## config.mk

```make
export PLATFORM = sky130hd
export DESIGN_NAME = bp_pht_port_sched_flat
export DESIGN_NICKNAME = d
export VERILOG_FILES = /design/src/rtl/bp_pht_port_sched_if.sv /design/src/rtl/bp_pht_port_sched.sv /design/src/flat_wrapper.sv
export SDC_FILE = /design/constraint.sdc
export NUM_CORES = 1
export LEC_CHECK = 0
export CAP_MARGIN = 40
export CORE_UTILIZATION = 25
export DETAILED_ROUTE_END_ITERATION = 8
export GPL_ROUTABILITY_DRIVEN = 0
export SYNTH_ARGS = -nofsm -noshare
export SYNTH_HDL_FRONTEND = slang
export SYNTH_SLANG_ARGS = --single-unit
```

## constraint.sdc

```tcl
create_clock -name clk -period 2.2 [get_ports clk]
set_input_delay 0.44 -clock clk [delete_from_list [all_inputs] [get_ports clk]]
set_output_delay 0.44 -clock clk [all_outputs]
set_load 0.005 [all_outputs]
```

## src/rtl/bp_pht_port_sched_if.sv

```systemverilog
// Lookup, update and PHT RAM signals shared by the port scheduler and its environment.
// master = fetch/memory pipeline plus RAM; slave = the scheduler.
interface bp_pht_port_sched_if #(
    parameter int unsigned PHT_DEPTH = 6
);
    logic                 lookup_req;
    logic [PHT_DEPTH-1:0] lookup_index;
    logic                 lookup_gnt;
    logic                 lookup_rvalid;
    logic                 lookup_taken;
    logic                 upd_valid;
    logic [PHT_DEPTH-1:0] upd_index;
    logic                 upd_taken;
    logic                 upd_ready;
    logic                 ram_en;
    logic                 ram_we;
    logic [PHT_DEPTH-1:0] ram_addr;
    logic [1:0]           ram_wdata;
    logic [1:0]           ram_rdata;

    modport master (
        output lookup_req, lookup_index, upd_valid, upd_index, upd_taken, ram_rdata,
        input  lookup_gnt, lookup_rvalid, lookup_taken, upd_ready,
               ram_en, ram_we, ram_addr, ram_wdata
    );

    modport slave (
        input  lookup_req, lookup_index, upd_valid, upd_index, upd_taken, ram_rdata,
        output lookup_gnt, lookup_rvalid, lookup_taken, upd_ready,
               ram_en, ram_we, ram_addr, ram_wdata
    );
endinterface

```

## src/rtl/bp_pht_port_sched.sv

```systemverilog
// Single-port PHT RAM scheduler: init sweep, lookup/update arbitration, update FIFO + RMW.
// Define BP_SCHED_PERF_EN to add the perf_drop / perf_upd / perf_lkstall counters.
module bp_pht_port_sched #(
    parameter int unsigned PHT_DEPTH = 6,
    parameter int unsigned QDEPTH    = 4,
    parameter logic [1:0]  INIT_VAL  = 2'b01
) (
    input  logic                     clk,
    input  logic                     rst,
    bp_pht_port_sched_if.slave       bus,
    output logic                     busy_init,
    output logic [$clog2(QDEPTH):0]  q_count
`ifdef BP_SCHED_PERF_EN
    ,
    output logic [31:0]              perf_drop,
    output logic [31:0]              perf_upd,
    output logic [31:0]              perf_lkstall
`endif
);
    localparam int unsigned PW = $clog2(QDEPTH);
    localparam int unsigned CW = PW + 1;

    typedef enum logic [1:0] {INIT, IDLE, UPD_WR} state_t;

    state_t               state, state_nxt;
    logic [PHT_DEPTH-1:0] init_cnt;
    logic [PHT_DEPTH-1:0] q_index [QDEPTH];
    logic [QDEPTH-1:0]    q_taken;
    logic [PW-1:0]        head, tail;
    logic                 push, pop, q_full, q_empty;
    logic                 gnt, en, we, rvalid;
    logic [PHT_DEPTH-1:0] addr;
    logic [1:0]           wdata, rmw_val;

    assign q_full  = (q_count == CW'(QDEPTH));
    assign q_empty = (q_count == '0);
    assign push    = bus.upd_valid & bus.upd_ready;
    assign pop     = (state == UPD_WR);

    // Saturating 2-bit counter step for the head entry, applied to the value read last cycle.
    always_comb begin
        if (q_taken[head]) rmw_val = (bus.ram_rdata == 2'b11) ? 2'b11 : bus.ram_rdata + 2'b01;
        else               rmw_val = (bus.ram_rdata == 2'b00) ? 2'b00 : bus.ram_rdata - 2'b01;
    end

    // NOTE: every output of this block is given a default first so no path infers a latch.
    always_comb begin
        state_nxt = state;
        gnt       = 1'b0;
        en        = 1'b0;
        we        = 1'b0;
        addr      = '0;
        wdata     = '0;
        unique case (state)
            INIT: begin
                en    = 1'b1;
                we    = 1'b1;
                addr  = init_cnt;
                wdata = INIT_VAL;
                if (init_cnt == '1) state_nxt = IDLE;
            end
            IDLE: begin
                // A full FIFO outranks fetch so training cannot be starved forever.
                if (q_full || (!bus.lookup_req && !q_empty)) begin
                    en        = 1'b1;
                    addr      = q_index[head];
                    state_nxt = UPD_WR;
                end else if (bus.lookup_req) begin
                    gnt  = 1'b1;
                    en   = 1'b1;
                    addr = bus.lookup_index;
                end
            end
            UPD_WR: begin
                en        = 1'b1;
                we        = 1'b1;
                addr      = q_index[head];
                wdata     = rmw_val;
                state_nxt = IDLE;
            end
            default: state_nxt = INIT;
        endcase
    end

    // RAM strobes are forced low while reset is held so an in-flight write is abandoned at once.
    assign bus.ram_en       = en & rst;
    assign bus.ram_we       = we & rst;
    assign bus.ram_addr     = rst ? addr  : '0;
    assign bus.ram_wdata    = rst ? wdata : '0;
    assign bus.lookup_gnt   = gnt;
    assign bus.lookup_rvalid = rvalid;
    assign bus.lookup_taken = rvalid & bus.ram_rdata[1];
    assign bus.upd_ready    = !q_full;
    assign busy_init        = (state == INIT);

    // NOTE: state registers use non-blocking assignments so all flops update from pre-edge values.
    always_ff @(posedge clk or negedge rst) begin
        if (!rst) begin
            state    <= INIT;
            init_cnt <= '0;
            rvalid   <= 1'b0;
        end else begin
            state  <= state_nxt;
            rvalid <= gnt;
            if (state == INIT) init_cnt <= init_cnt + 1'b1;
        end
    end

    always_ff @(posedge clk or negedge rst) begin
        if (!rst) begin
            head    <= '0;
            tail    <= '0;
            q_count <= '0;
        end else begin
            if (push) tail <= tail + 1'b1;
            if (pop)  head <= head + 1'b1;
            unique case ({push, pop})
                2'b10:   q_count <= q_count + 1'b1;
                2'b01:   q_count <= q_count - 1'b1;
                default: q_count <= q_count;
            endcase
        end
    end

    // NOTE: FIFO payload is not reset; occupancy alone decides which entries are meaningful.
    always_ff @(posedge clk) begin
        if (push) begin
            q_index[tail] <= bus.upd_index;
            q_taken[tail] <= bus.upd_taken;
        end
    end

`ifdef BP_SCHED_PERF_EN
    always_ff @(posedge clk or negedge rst) begin
        if (!rst) begin
            perf_drop    <= '0;
            perf_upd     <= '0;
            perf_lkstall <= '0;
        end else begin
            if (bus.upd_valid && !bus.upd_ready) perf_drop    <= perf_drop + 32'd1;
            if (state == UPD_WR)                 perf_upd     <= perf_upd + 32'd1;
            if (bus.lookup_req && !gnt)          perf_lkstall <= perf_lkstall + 32'd1;
        end
    end
`endif
endmodule

```

## src/flat_wrapper.sv

```systemverilog
// flat-port wrapper written by rule: the top's interface ports become plain ports
module bp_pht_port_sched_flat 
#(
    parameter int unsigned PHT_DEPTH = 6,
    parameter int unsigned QDEPTH    = 4,
    parameter logic [1:0]  INIT_VAL  = 2'b01
)
  (clk, rst, busy_init, q_count, bus_lookup_req, bus_lookup_index, bus_upd_valid, bus_upd_index, bus_upd_taken, bus_ram_rdata, bus_lookup_gnt, bus_lookup_rvalid, bus_lookup_taken, bus_upd_ready, bus_ram_en, bus_ram_we, bus_ram_addr, bus_ram_wdata);
  bp_pht_port_sched_if #(.PHT_DEPTH(PHT_DEPTH)) bus_i ();
  input  logic clk;
  input  logic rst;
  output logic busy_init;
  output logic [$clog2(QDEPTH):0] q_count;
  input wire logic [$bits(bus_i.lookup_req)-1:0] bus_lookup_req;
  input wire logic [$bits(bus_i.lookup_index)-1:0] bus_lookup_index;
  input wire logic [$bits(bus_i.upd_valid)-1:0] bus_upd_valid;
  input wire logic [$bits(bus_i.upd_index)-1:0] bus_upd_index;
  input wire logic [$bits(bus_i.upd_taken)-1:0] bus_upd_taken;
  input wire logic [$bits(bus_i.ram_rdata)-1:0] bus_ram_rdata;
  output wire logic [$bits(bus_i.lookup_gnt)-1:0] bus_lookup_gnt;
  output wire logic [$bits(bus_i.lookup_rvalid)-1:0] bus_lookup_rvalid;
  output wire logic [$bits(bus_i.lookup_taken)-1:0] bus_lookup_taken;
  output wire logic [$bits(bus_i.upd_ready)-1:0] bus_upd_ready;
  output wire logic [$bits(bus_i.ram_en)-1:0] bus_ram_en;
  output wire logic [$bits(bus_i.ram_we)-1:0] bus_ram_we;
  output wire logic [$bits(bus_i.ram_addr)-1:0] bus_ram_addr;
  output wire logic [$bits(bus_i.ram_wdata)-1:0] bus_ram_wdata;
  assign bus_i.lookup_req = bus_lookup_req;
  assign bus_i.lookup_index = bus_lookup_index;
  assign bus_i.upd_valid = bus_upd_valid;
  assign bus_i.upd_index = bus_upd_index;
  assign bus_i.upd_taken = bus_upd_taken;
  assign bus_i.ram_rdata = bus_ram_rdata;
  assign bus_lookup_gnt = bus_i.lookup_gnt;
  assign bus_lookup_rvalid = bus_i.lookup_rvalid;
  assign bus_lookup_taken = bus_i.lookup_taken;
  assign bus_upd_ready = bus_i.upd_ready;
  assign bus_ram_en = bus_i.ram_en;
  assign bus_ram_we = bus_i.ram_we;
  assign bus_ram_addr = bus_i.ram_addr;
  assign bus_ram_wdata = bus_i.ram_wdata;
  bp_pht_port_sched #(.PHT_DEPTH(PHT_DEPTH), .QDEPTH(QDEPTH), .INIT_VAL(INIT_VAL)) u_core (.clk(clk), .rst(rst), .bus(bus_i), .busy_init(busy_init), .q_count(q_count));
endmodule
```

==> results of run 1 <==
[final cells by class]
class | count | area share (%)
multi-input cells | 79 | 27.5
clock inverters | 3 | 1.59
clock buffers | 5 | 2.30
inverters | 12 | 1.51
flip-flops and latches | 44 | 41.5
well taps | 102 | 4.27
repair buffers | 74 | 21.3
[state kept, by name (all words and copies together) (netlist names)]
name	cells
u_core.bus.lookup_rvalid	1
u_core.q_count	3
u_core.tail	2
u_core.head	2
u_core.state	2
u_core.init_cnt	6
u_core.q_index	24
u_core.q_taken	4
[worst max-delay path, stage by stage]
cell                              delay [ps]
sky130_fd_sc_hd__clkdlybuf4s50_1         460
sky130_fd_sc_hd__and3b_2                 250
sky130_fd_sc_hd__buf_4                   160
sky130_fd_sc_hd__a32oi_1                 330
sky130_fd_sc_hd__o22ai_4                 140
sky130_fd_sc_hd__buf_2                   150
[power groups by stage]
stage	sequential (mW)	combinational, mW	clock [mW]
global route	1.34	1.90	0.678
finish	1.31	1.75	0.632
floorplan	1.28	0.790	0
CTS	1.31	1.63	0.648
detailed placement	1.32	1.47	0
global placement	1.31	1.43	0
[through the flow]
step / hold WS [ps] / instance area, um^2 / total power, mW / setup slack (ps) / setup TNS (ps)
2_1_floorplan: 144 / 2040 / 2.07 / 86.1 / 0
3_3_place_gp: 496 / 2680 / 2.74 / -387 / -3040
3_5_place_dp: 495 / 2680 / 2.79 / -397 / -3090
4_1_cts: 256 / 2920 / 3.59 / -151 / -1010
5_1_grt: 283 / 2990 / 3.92 / -218 / -1390
6_report: 265 / 2990 / 3.69 / -168 / -824
[worst paths after layout]
check / start / to / depth (start not counted)
setup / recovery: bus_lookup_req / bus_ram_addr[2] / 6
hold / removal: rst / u_core.head[0] / 3
setup reg to reg: u_core.q_count[0] / u_core.q_count[2] / 9
hold reg to reg: u_core.init_cnt[4] / u_core.init_cnt[4] / 1
max in group asynchronous: rst / u_core.state[1] / 4
min in group clk: u_core.init_cnt[4] / u_core.init_cnt[4] / 1
[timing repair]
item,in CTS,in global routing
endpoints found under the setup margin,14,11
buffers inserted,11,4
hold buffers,0,0
pin swaps,6,8
resized for setup,59,14
[metal layers]
layer  wire length [um]  vias up  GRT usage (%)
met5                  0        -              0
met4                 80        0           4.30
met3                262        9           2.63
met2               2290       43           19.4
met1               2110      701           14.6
li1                   -      679              -
[cell usage after synthesis, types with 2 or more instances]
master	number	share of area [%]
sky130_fd_sc_hd__clkbuf_1	4	0.74
sky130_fd_sc_hd__nor2_1	3	0.55
sky130_fd_sc_hd__xnor2_1	7	3.0
sky130_fd_sc_hd__ha_1	6	3.7
sky130_fd_sc_hd__nand2_1	7	1.3
sky130_fd_sc_hd__xor2_1	4	1.7
sky130_fd_sc_hd__mux2_2	2	1.1
sky130_fd_sc_hd__o21ai_0	2	0.49
sky130_fd_sc_hd__edfxtp_1	28	41
sky130_fd_sc_hd__nor2b_1	2	0.61
sky130_fd_sc_hd__o22ai_1	6	1.8
sky130_fd_sc_hd__dfrtp_1	16	20
sky130_fd_sc_hd__nor3b_1	2	0.74
sky130_fd_sc_hd__and2_1	4	1.2
sky130_fd_sc_hd__and3_1	5	1.5
sky130_fd_sc_hd__and3b_1	2	0.86
sky130_fd_sc_hd__a32oi_1	7	3.0
sky130_fd_sc_hd__inv_1	12	2.2
sky130_fd_sc_hd__nand4_1	2	0.61
sky130_fd_sc_hd__mux4_1	6	7.7
[cells by family after synthesis]
| kind of cell | Yosys count | synth area share [%] |
|---|---|---|
| mux | 10 | 10.4 |
| xor+xnor | 11 | 4.72 |
| simple gates | 31 | 8.70 |
| fa+ha+maj | 8 | 5.21 |
| flops | 44 | 60.8 |
| buf+inv | 17 | 3.49 |
| compound gates | 19 | 6.68 |
==> results.txt, run 1 <==
* Utilization after layout: 38.3%
- The first routing iteration left 52 violations.
- Least-Margin Pin Slew: 400 ps
- IR analysis of the VDD net gives a maximum drop of 0.399 mV.
- Final-report setup violation count: 8
* Row count: 32
* Area enclosed by the die boundary: 8530 um^2
* Cell Count, Final, Fillers Out: 319
- The flow ran to the end, but the final reports show violations.
- P per Cell Area: 1230 nW/um^2
- In the finished design, the share of the clock period the worst path needs comes to 108%.
- Capturing element type of the critical path: output port
- Routed via count: 1432
- In this run the remaining antenna-violating nets after routing total 0.
- Depth of the CTS H-tree: 2
- The worst setup path is of the primary input to output port kind.
- Worst clock skew: 3.49 ps
* Die span in y: 92.4 um
* Violations in the final reports: negative setup slack
- The routed design has 4.75 mm of wire.
- For the worst-skew pair, the clock arrives at the later sink with an insertion delay of 300 ps.
- The pre-antenna-repair detailed-routing pass consisted of 4 iterations.
- Setup repair after global routing could not meet its margin everywhere.
- Synth Area per Inst: 14.6 um^2
* Sequential element share of the synthesized area: 60.8%
- In this run the count of I/O pins placed on the die edge is 37.
- The tree is rooted in a sky130_fd_sc_hd__clkbuf_8.
- CP Data Arrival Time: 1930 ps
* Static power due to leakage: 1.21 nW
* Distinct cell type count of the synthesized netlist: 33
- Main synth FF type: sky130_fd_sc_hd__edfxtp_1
- The number of global-route vias before repair was 1472.
- Number of design rule violations left after detail routing: 0
- TritonCTS sink count: 44
- Starting density of the core: 26.2%
- For the worst setup path, the data required time is 1760 ps.
* Max-slew headroom at the worst pin: 73.4%
- Yosys printed 0 warnings.
- Fill cells in the final layout number 777.
- After layout, the minimum clock period comes to 2370 ps.
- In the global route stage, overall resource usage came out at 11.6%.
* Post-synthesis instance area: 2040 um^2
- Cell Count Post-Placement: 296
- Area occupied by multi-input gates: 822 um^2
- Counting every net in the synthesized netlist gives 166.
- Global route overflow: 0
- At the end of the flow, the number of nets in the layout was 242.
- The repair_antennas step left the layout with diodes totalling 0.
- The tool flagged a number of max-cap violations equal to 0.
- Internal power comes to 2.46 mW.
* Flip-flop and latch count after synthesis: 44
- Layout cell share with drive strength beyond 1: 36.4%
- Buffers placed on the I/O ports in this run total 36.
* Number of synthesized flops with an enable pin: 28
* Most common cell after layout, fill and taps aside: sky130_fd_sc_hd__buf_4
- Clock-pin slew was measured on the worst setup and hold paths at 80 ps.
- The number of antenna violations at the first check in global routing was 0.
* Clock network power share: 17.1%
* Number of clock buffers inserted by TritonCTS: 5
- The analysis attributes to net switching a power of 1.23 mW.
* Post-synthesis to final-layout area growth: 46.4%
- Switching fraction of total power: 33.3%
- Combinational logic burns 47.4% of the power.
- The first global-routing pass estimated 7.30 mm of wire.
- HPWL after detailed placement: 3.25 mm
- Final Hold Viols: 0
- Wire length per cell after detailed routing: 14.9 um
* Highest clock frequency the design can meet: 0.422 GHz
- The count of final max-slew check failures came to 0.
- Via count normalized by instance count: 4.49
- Chip width: 92.4 um
* Clock tree from TritonCTS: done
- Entering global routing, the biggest net connects 16 pins.
- Along the worst path, the maximum fanout reaches 6.
* Area of the placeable core: 7810 um^2
- In this run the deepest clock path goes through 2 buffers.
- Share of async-settable or async-resettable flops after synthesis: 36.4%
- Post-Synthesis Cells: 140
- For flop-to-flop paths, the worst setup slack is 60 ps.
* Reg area: 1240 um^2
- Sequential cells account for 35.5% of the total power.
- The worst setup path is launched from a primary input.
- Kind of path behind the tightest hold check: primary input to asynchronous set/reset pin
- After layout, the worst setup slack is -168 ps.
- Leaving out fill and tap cells, the most frequent cells in the layout are sky130_fd_sc_hd__buf_4, sky130_fd_sc_hd__edfxtp_1, sky130_fd_sc_hd__clkdlybuf4s50_1, sky130_fd_sc_hd__dfrtp_1, sky130_fd_sc_hd__inv_1.
No activity file was read; power rests on OpenSTA's default activity.
==> inputs of run 2 (changes only) <==
Settings changed: CORE_MARGIN set to 1.5, CTS_BUF_LIST set to sky130_fd_sc_hd__clkbuf_16.
==> run 2 against run 1 <==
Maximum frequency increased by 6.2%. Power increased by 5.8%. Largest power group unchanged. First-iteration DRC count decreased by 33%. Largest cell class unchanged. Final cell count increased by 2.5%. Combinational power increased by 7%. The run still ends with negative setup slack left. Global-route usage about the same.
==> results.txt, run 2 (synthesized netlist as in run 1, its figures left out) <==
- Utilization after layout: 39.7% (was 38.3%)
- The final cell count without fillers came to 327 (was 319).
- The overflow left after global routing came to 0 (unchanged).
- Clock transition at the registers of the reported paths: 60 ps (was 80 ps)
* Clock insertion delay at the later pin of the skew report: 280 ps (was 300 ps)
- The met2 global-route usage is 18.8% (was 19.4%).
* Layout cell share with drive strength beyond 1: 43.6% (was 36.4%)
- The DRC violations left was 0 (unchanged).
- Maximum number of pins on one net before global-route repair: 15 (was 16)
- The number of clock buffers inserted by TritonCTS was 5 (unchanged).
- The first-pass iteration count of the detailed router was 4 (unchanged).
* Largest stage delay, worst path: 540 ps (was 460 ps)
* Run status: finished, violations left (unchanged)
- Dpl ws: -520 ps (was -397 ps)
- Highest net fanout along the worst path: 2 (was 6)
- The final routed wire length divided by cell count was 14.7 um (was 14.9 um).
- Routed via count: 1462 (was 1432)
- Unrepaired setup endpoints after global routing: yes (unchanged).
* Top Usage Layer GRT: met2 (unchanged)
* Most common cell after layout, fill and taps aside: sky130_fd_sc_hd__buf_4 (unchanged)
- TritonCTS sink count: 44 (unchanged)
* Diodes inserted: 0 (unchanged)
- The area taken by multi-input logic gates came to 831 um^2 (was 822 um^2).
- The die extent in x is 93.4 um (was 92.4 um).
* Required time of the worst setup path: 1760 ps (about the same)
- The cell with the largest stage delay on the worst path was sky130_fd_sc_hd__mux4_2 (was sky130_fd_sc_hd__clkdlybuf4s50_1).
* CP Data Arrival Time: 1790 ps (was 1930 ps)
- Max-slew headroom at the worst pin: 74.3% (was 73.4%)
* Largest registers: u_core.q_index x24, u_core.init_cnt x6, u_core.q_taken x4 (unchanged)
* Kind of path behind the tightest hold check: primary input to asynchronous set/reset pin (unchanged)
- The top-level I/O count came to 37 (unchanged).
- Worst Setup Slack, final: -30.0 ps (was -168 ps)
- The buffer levels on the longest clock path came to 2 (unchanged).
* Highest clock frequency the design can meet: 0.448 GHz (was 0.422 GHz)
* M1 GR Usage: 15.4% (was 14.6%)
- The gate family responsible for the most delay along the worst path was multiplexers (was buffers and inverters).
- The initial core utilization is 26.2% (unchanged).
- Capturing element type of the critical path: output port (unchanged)
- Cell Count Post-Placement: 299 (was 296)
- Fill cell instance count of the final layout: 737 (was 777)
- The maximum level of the CTS H-tree came to 2 (unchanged).
- HPWL after detailed placement: 3.23 mm (was 3.25 mm)
* Area enclosed by the die boundary: 8720 um^2 (was 8530 um^2)
- The count of routing violations after the opening detailed-route iteration is 35 (was 52).
- Violations in the final reports: negative setup slack (unchanged).
- The total wirelength of the detailed-routed design is 4.81 mm (was 4.75 mm).
- Cells along the critical path: mux4_2 -> maj3_2 -> and3_4 -> buf_6 (was clkdlybuf4s50_1 -> and3b_2 -> buf_4 -> a32oi_1 -> o22ai_4 -> buf_2)
- The buffer cell driving the clock tree root was sky130_fd_sc_hd__clkbuf_16 (was sky130_fd_sc_hd__clkbuf_8).
- Max reg flops: 24 (unchanged)
- Initial antenna violation count: 0 (unchanged)
- The met3 track demand over resource in global routing came to 2.93% (was 2.63%).
* Global-route wire length before repair: 7.61 mm (was 7.30 mm)
* Worst setup SP type: flip-flop (was primary input)
- The net count reported at finish is 250 (was 242).
* Shortest period the worst path allows: 2230 ps (was 2370 ps)
- The reported max-cap violation count is 0 (unchanged).
* Reg area: 1240 um^2 (unchanged)
- Worst setup path category: flip-flop to output port (was primary input to output port)
* IO Port Bufs: 36 (unchanged)
- Least-Margin Pin Slew: 385 ps (was 400 ps)
- Via count of the first global-routing pass: 1491 (was 1472)
- The period utilization is 101% (was 108%).
- The maximum vdd drop was 0.362 mV (was 0.399 mV).
- P per Cell Area: 1260 nW/um^2 (was 1230 nW/um^2)
- The TritonCTS clock tree is done (unchanged).
- The setup violation total in the final timing report is 2 (was 8).
- The largest register by flop count is u_core.q_index (unchanged).
- Residual antenna-violating net count after detailed routing: 0 (unchanged)
- Number of buffers and inverters on the critical path: 1 (was 3)
- The layout-stage area growth over the synthesis result is 51.9% (was 46.4%).
- Area of the placeable core: 7810 um^2 (unchanged)
* Total track usage: 11.6% (about the same)
- Total count of max-transition violations in the final report: 0 (unchanged)
- The height of the chip was 93.4 um (was 92.4 um).
- The total count of hold-check failures in the final report was 0 (unchanged).
* Commonest cells after routing, fill and taps aside: sky130_fd_sc_hd__buf_4, sky130_fd_sc_hd__edfxtp_1, sky130_fd_sc_hd__clkdlybuf4s50_1, sky130_fd_sc_hd__dfrtp_1, sky130_fd_sc_hd__buf_6 (was sky130_fd_sc_hd__buf_4, sky130_fd_sc_hd__edfxtp_1, sky130_fd_sc_hd__clkdlybuf4s50_1, sky130_fd_sc_hd__dfrtp_1, sky130_fd_sc_hd__inv_1)
- Via count normalized by instance count: 4.47 (was 4.49)
- The number of placement rows came to 32 (unchanged).
* Static power due to leakage: 1.25 nW (was 1.21 nW)
- Worst clock skew: 6.23 ps (was 3.49 ps)
## run 2: cell type report
| type | instances | area share [%] |
|---|---|---|
| multi-input combinational | 79 | 26.8 |
| tap | 102 | 4.11 |
| timing repair buffer | 82 | 23.0 |
| sequential | 44 | 40.1 |
| clock buffer | 5 | 4.03 |
| inverter | 12 | 1.45 |
| clock inverter | 3 | 0.605 |
## run 2: per-stage QoR
step	total power [mW]	TNS, ps	instance area, um^2	hold WS, ps
after global routing	4.15	-336	3100	205
after CTS	3.84	-369	3060	497
after global placement	2.80	-4020	2700	485
after floorplan	2.07	0	2040	144
final	3.90	-45.9	3100	192
after detailed placement	2.82	-4040	2700	487
## run 2: layer usage
metal	vias up	wire [um]
met5	-	0
met4	0	38
met3	4	234
met2	37	2360
met1	730	2180
li1	691	-
## run 2: worst register-to-register path, cell delays in order (launching register included)
cell	delay (ps)
sky130_fd_sc_hd__dfrtp_1	410
sky130_fd_sc_hd__or3b_4	440
sky130_fd_sc_hd__buf_6	150
sky130_fd_sc_hd__nand2_4	70
sky130_fd_sc_hd__ha_4	140
sky130_fd_sc_hd__inv_2	40
sky130_fd_sc_hd__fa_2	370
sky130_fd_sc_hd__xor2_1	160
sky130_fd_sc_hd__nor2_1	110
sky130_fd_sc_hd__xor2_1	160
## run 2: power breakdown
group / total (mW) / leakage, nW / switching, mW / internal (mW)
sequential: 1.32 / 0.450 / 0.179 / 1.14
clock: 0.711 / 0.0635 / 0.296 / 0.416
combinational: 1.87 / 0.737 / 0.794 / 1.08
## run 2: repair_timing
action,in CTS,in global routing
buffers inserted,16,5
hold buffers,0,0
pin swaps,16,9
gates resized for setup,65,20
setup endpoints to repair,13,12
## run 2: worst paths after layout
path,end,slack (ps),from,depth (start not counted)
hold / removal,u_core.head[0],190,rst,3
setup / recovery,bus_ram_wdata[1],-30,u_core.head[0],4
setup reg to reg,u_core.q_count[2],90,u_core.q_count[0],9
hold reg to reg,u_core.init_cnt[4],500,u_core.init_cnt[4],1
max in group asynchronous,u_core.tail[1],1650,rst,4
min in group clk,u_core.init_cnt[4],500,u_core.init_cnt[4],1
==> inputs of run 3 (changes only) <==
Settings changed: PLACE_DENSITY set to 0.46.
Clock period 2.2 ns to 1.8 ns, I/O delays scaled along.
==> run 3 against run 2 <==
The flow still finishes with violations (negative setup slack). Via count grew 2.1%. Die area is the same. Critical path type unchanged. Flip-flop and latch count is the same. Highest routed layer unchanged. Largest cell class unchanged. Worst setup slack lost 450 ps. Clock power grew 41%. Combinational power grew 37%.
==> results.txt, run 3 (synthesized netlist as in run 1, its figures left out) <==
- Largest registers: u_core.q_index x24, u_core.init_cnt x6, u_core.q_taken x4 (unchanged)
* Number of iterations in the first detailed-routing pass: 4 (unchanged)
- The height of the chip is 93.4 um (unchanged).
- Max-cap check violation count: 0 (unchanged)
- Routed via count: 1493 (was 1462)
- Largest buffer count on any clock path: 2 (unchanged)
- The worst path in the final design needs a cycle of 2280 ps, including I/O delays and setup.
- The endpoint arrival time on the critical path came to 1920 ps (was 1790 ps).
* Global route overflow: 0 (unchanged)
* Initial antenna violation count: 0 (unchanged)
- The slack of the worst reg-to-reg path is -330 ps (was 90 ps).
- Maximum number of pins on one net before global-route repair: 14 (was 15)
- The classification of the worst-slack hold path was primary input to asynchronous set/reset pin (unchanged).
- The number of cells after detailed placement was 305 (was 299).
* Worst clock skew: 5.14 ps (was 6.23 ps)
- Final sum of negative setup slack: -3850 ps (was -45.9 ps)
* Peak ir drop on the vdd network: 0.502 mV (was 0.362 mV)
- The required time of the critical path is 1440 ps (was 1760 ps).
- Count of hold-fix buffers inserted at cts: 0 (unchanged)
- The number of placement rows came to 32 (unchanged).
- After layout, the worst path uses 127% of the clock period.
- The number of clock buffers inserted by TritonCTS is 5 (unchanged).
- Post-synthesis to final-layout area growth: 60.5% (was 51.9%)
- Register with the most flip-flops: u_core.q_index (unchanged)
- Diodes inserted: 0 (unchanged)
- The maximum level of the CTS H-tree came to 2 (unchanged).
- The flip-flop count of the largest register, all copies and words added came to 24 (unchanged).
* Depth of the most critical reg-to-reg path: 10 (was 9)
- Layout cell share with drive strength beyond 1: 49.1% (was 43.6%)
- Dpl ws: -778 ps (was -520 ps)
- Number of design rule violations left after detail routing: 0 (unchanged)
* Unrepaired setup endpoints after global routing: yes (unchanged)
- Final Hold Viols: 0 (unchanged)
- Clock transition at the registers of the reported paths: 60 ps (about the same)
* Least-Margin Pin Slew: 336 ps (was 385 ps)
- Via count of the first global-routing pass: 1624 (was 1491)
- Total track usage: 13.4% (was 11.6%)
* Wire length per cell after detailed routing: 15.8 um (was 14.7 um)
- I/O Pins: 37 (unchanged)
- The floorplan die area is 8720 um^2 (unchanged).
* Most common cell after layout, fill and taps aside: sky130_fd_sc_hd__buf_4 (unchanged)
- The overall power consumption is 5.20 mW (was 3.90 mW).
* Cell Count, Final, Fillers Out: 336 (was 327)
- The clock latency reported for the late side of the worst-skew pair is 280 ps (about the same).
* Violations in the final reports: negative setup slack (unchanged)
- The destination of the worst register-to-register timing path was u_core.q_count[2] (unchanged).
- Crit path from: u_core.head[0] (unchanged)
* Commonest cells after routing, fill and taps aside: sky130_fd_sc_hd__buf_4, sky130_fd_sc_hd__edfxtp_1, sky130_fd_sc_hd__buf_6, sky130_fd_sc_hd__clkdlybuf4s50_1, sky130_fd_sc_hd__dfrtp_1 (was sky130_fd_sc_hd__buf_4, sky130_fd_sc_hd__edfxtp_1, sky130_fd_sc_hd__clkdlybuf4s50_1, sky130_fd_sc_hd__dfrtp_1, sky130_fd_sc_hd__buf_6)
- The TritonCTS clock tree was done (unchanged).
- TritonCTS sink count: 44 (unchanged)
* Total Wirelength: 5.32 mm (was 4.81 mm)
* Chip width: 93.4 um (unchanged)
* Total count of max-transition violations in the final report: 0 (unchanged)
- The maximum fanout along the worst path was 2 (unchanged).
- Final net count: 259 (was 250)
- Area of the placeable core: 7810 um^2 (unchanged)
* HPWL after detailed placement: 3.66 mm (was 3.23 mm)
* Via count normalized by instance count: 4.44 (was 4.47)
* Starting density of the core: 26.2% (unchanged)
- Max-slew headroom at the worst pin: 77.6% (was 74.3%)
- Highest clock frequency the design can meet: 0.438 GHz
* Run status: finished, violations left (unchanged)
* IO Port Bufs: 36 (unchanged)
* Utilization after layout: 42.0% (was 39.7%)
* Worst Setup Slack, final: -481 ps (was -30.0 ps)
- The element type at the critical path end was an output port (unchanged).
- Fill cell instance count of the final layout: 764 (was 737)
* Static power due to leakage: 1.33 nW (was 1.25 nW)
- Final-report setup violation count: 13 (was 2)
* P per Cell Area: 1590 nW/um^2 (was 1260 nW/um^2)
- The wire length of the first global-routing pass is 8.66 mm (was 7.61 mm).
* Worst setup path category: flip-flop to output port (unchanged)
- Startpoint of the worst register-to-register path: u_core.q_count[0] (unchanged)
- Critical Path End: bus_ram_wdata[1] (unchanged)
* Residual antenna-violating net count after detailed routing: 0 (unchanged)
- The startpoint kind of the worst setup timing path was a flip-flop (unchanged).
* Count of routing violations after the opening detailed-route iteration: 22 (was 35)
- The buffer cell driving the clock tree root is sky130_fd_sc_hd__clkbuf_16 (unchanged).
[run 3: how the worst min path moves through the flow]
stage                            start                        to  slack, ps  cells after the start
finish                             rst  u_core.bus.lookup_rvalid        380                      4
global route                       rst        u_core.init_cnt[4]        400                      4
CTS                                rst        u_core.init_cnt[2]        370                      4
detailed placement  u_core.init_cnt[4]        u_core.init_cnt[4]        520                      1
global placement    u_core.init_cnt[4]        u_core.init_cnt[4]        500                      1
floorplan                          rst  u_core.bus.lookup_rvalid         60                      0
[run 3: final cells by class]
| class | instances | area [um^2] | share of cell area, % |
|---|---|---|---|
| sequential | 44 | 1240 | 37.9 |
| multi-input combinational | 79 | 872 | 26.6 |
| timing repair buffer | 91 | 827 | 25.2 |
| tap | 102 | 128 | 3.89 |
| clock buffer | 5 | 125 | 3.82 |
| inverter | 12 | 45.0 | 1.37 |
| clock inverter | 3 | 37.5 | 1.15 |
[run 3: timing repair]
action                     in CTS  in global routing
pin swaps                      23                 16
setup endpoints to repair      16                 43
setup buffers                  27                  6
resized for setup              97                 19
cloned                          0                  0
[run 3: worst max-delay path, cell delays in order (launching register included)]
cell and delay (ps):
sky130_fd_sc_hd__dfrtp_1 390, sky130_fd_sc_hd__mux4_2 540, sky130_fd_sc_hd__buf_6 130, sky130_fd_sc_hd__maj3_2 290, sky130_fd_sc_hd__and3_4 180, sky130_fd_sc_hd__buf_6 110
[run 3: where the power goes]
group          internal [mW]  switching (mW)  leakage (nW)
combinational           1.53            1.05         0.807
clock                  0.645           0.357        0.0789
sequential              1.40           0.231         0.448
total                   3.57            1.64          1.33
[run 3: metal layers]
| metal | part of all wire [%] | GRT usage, % |
|---|---|---|
| met5 | 0 | 0 |
| met4 | 1.2 | 3.41 |
| met3 | 5.3 | 3.25 |
| met2 | 48 | 21.6 |
| met1 | 46 | 18.0 |
[run 3: metrics by stage]
step                cell area [um^2]  hold WS, ps
global placement                2820          502
detailed placement              2820          517
finish                          3280          384
global route                    3280          398
CTS                             3290          373
floorplan                       2070         64.4
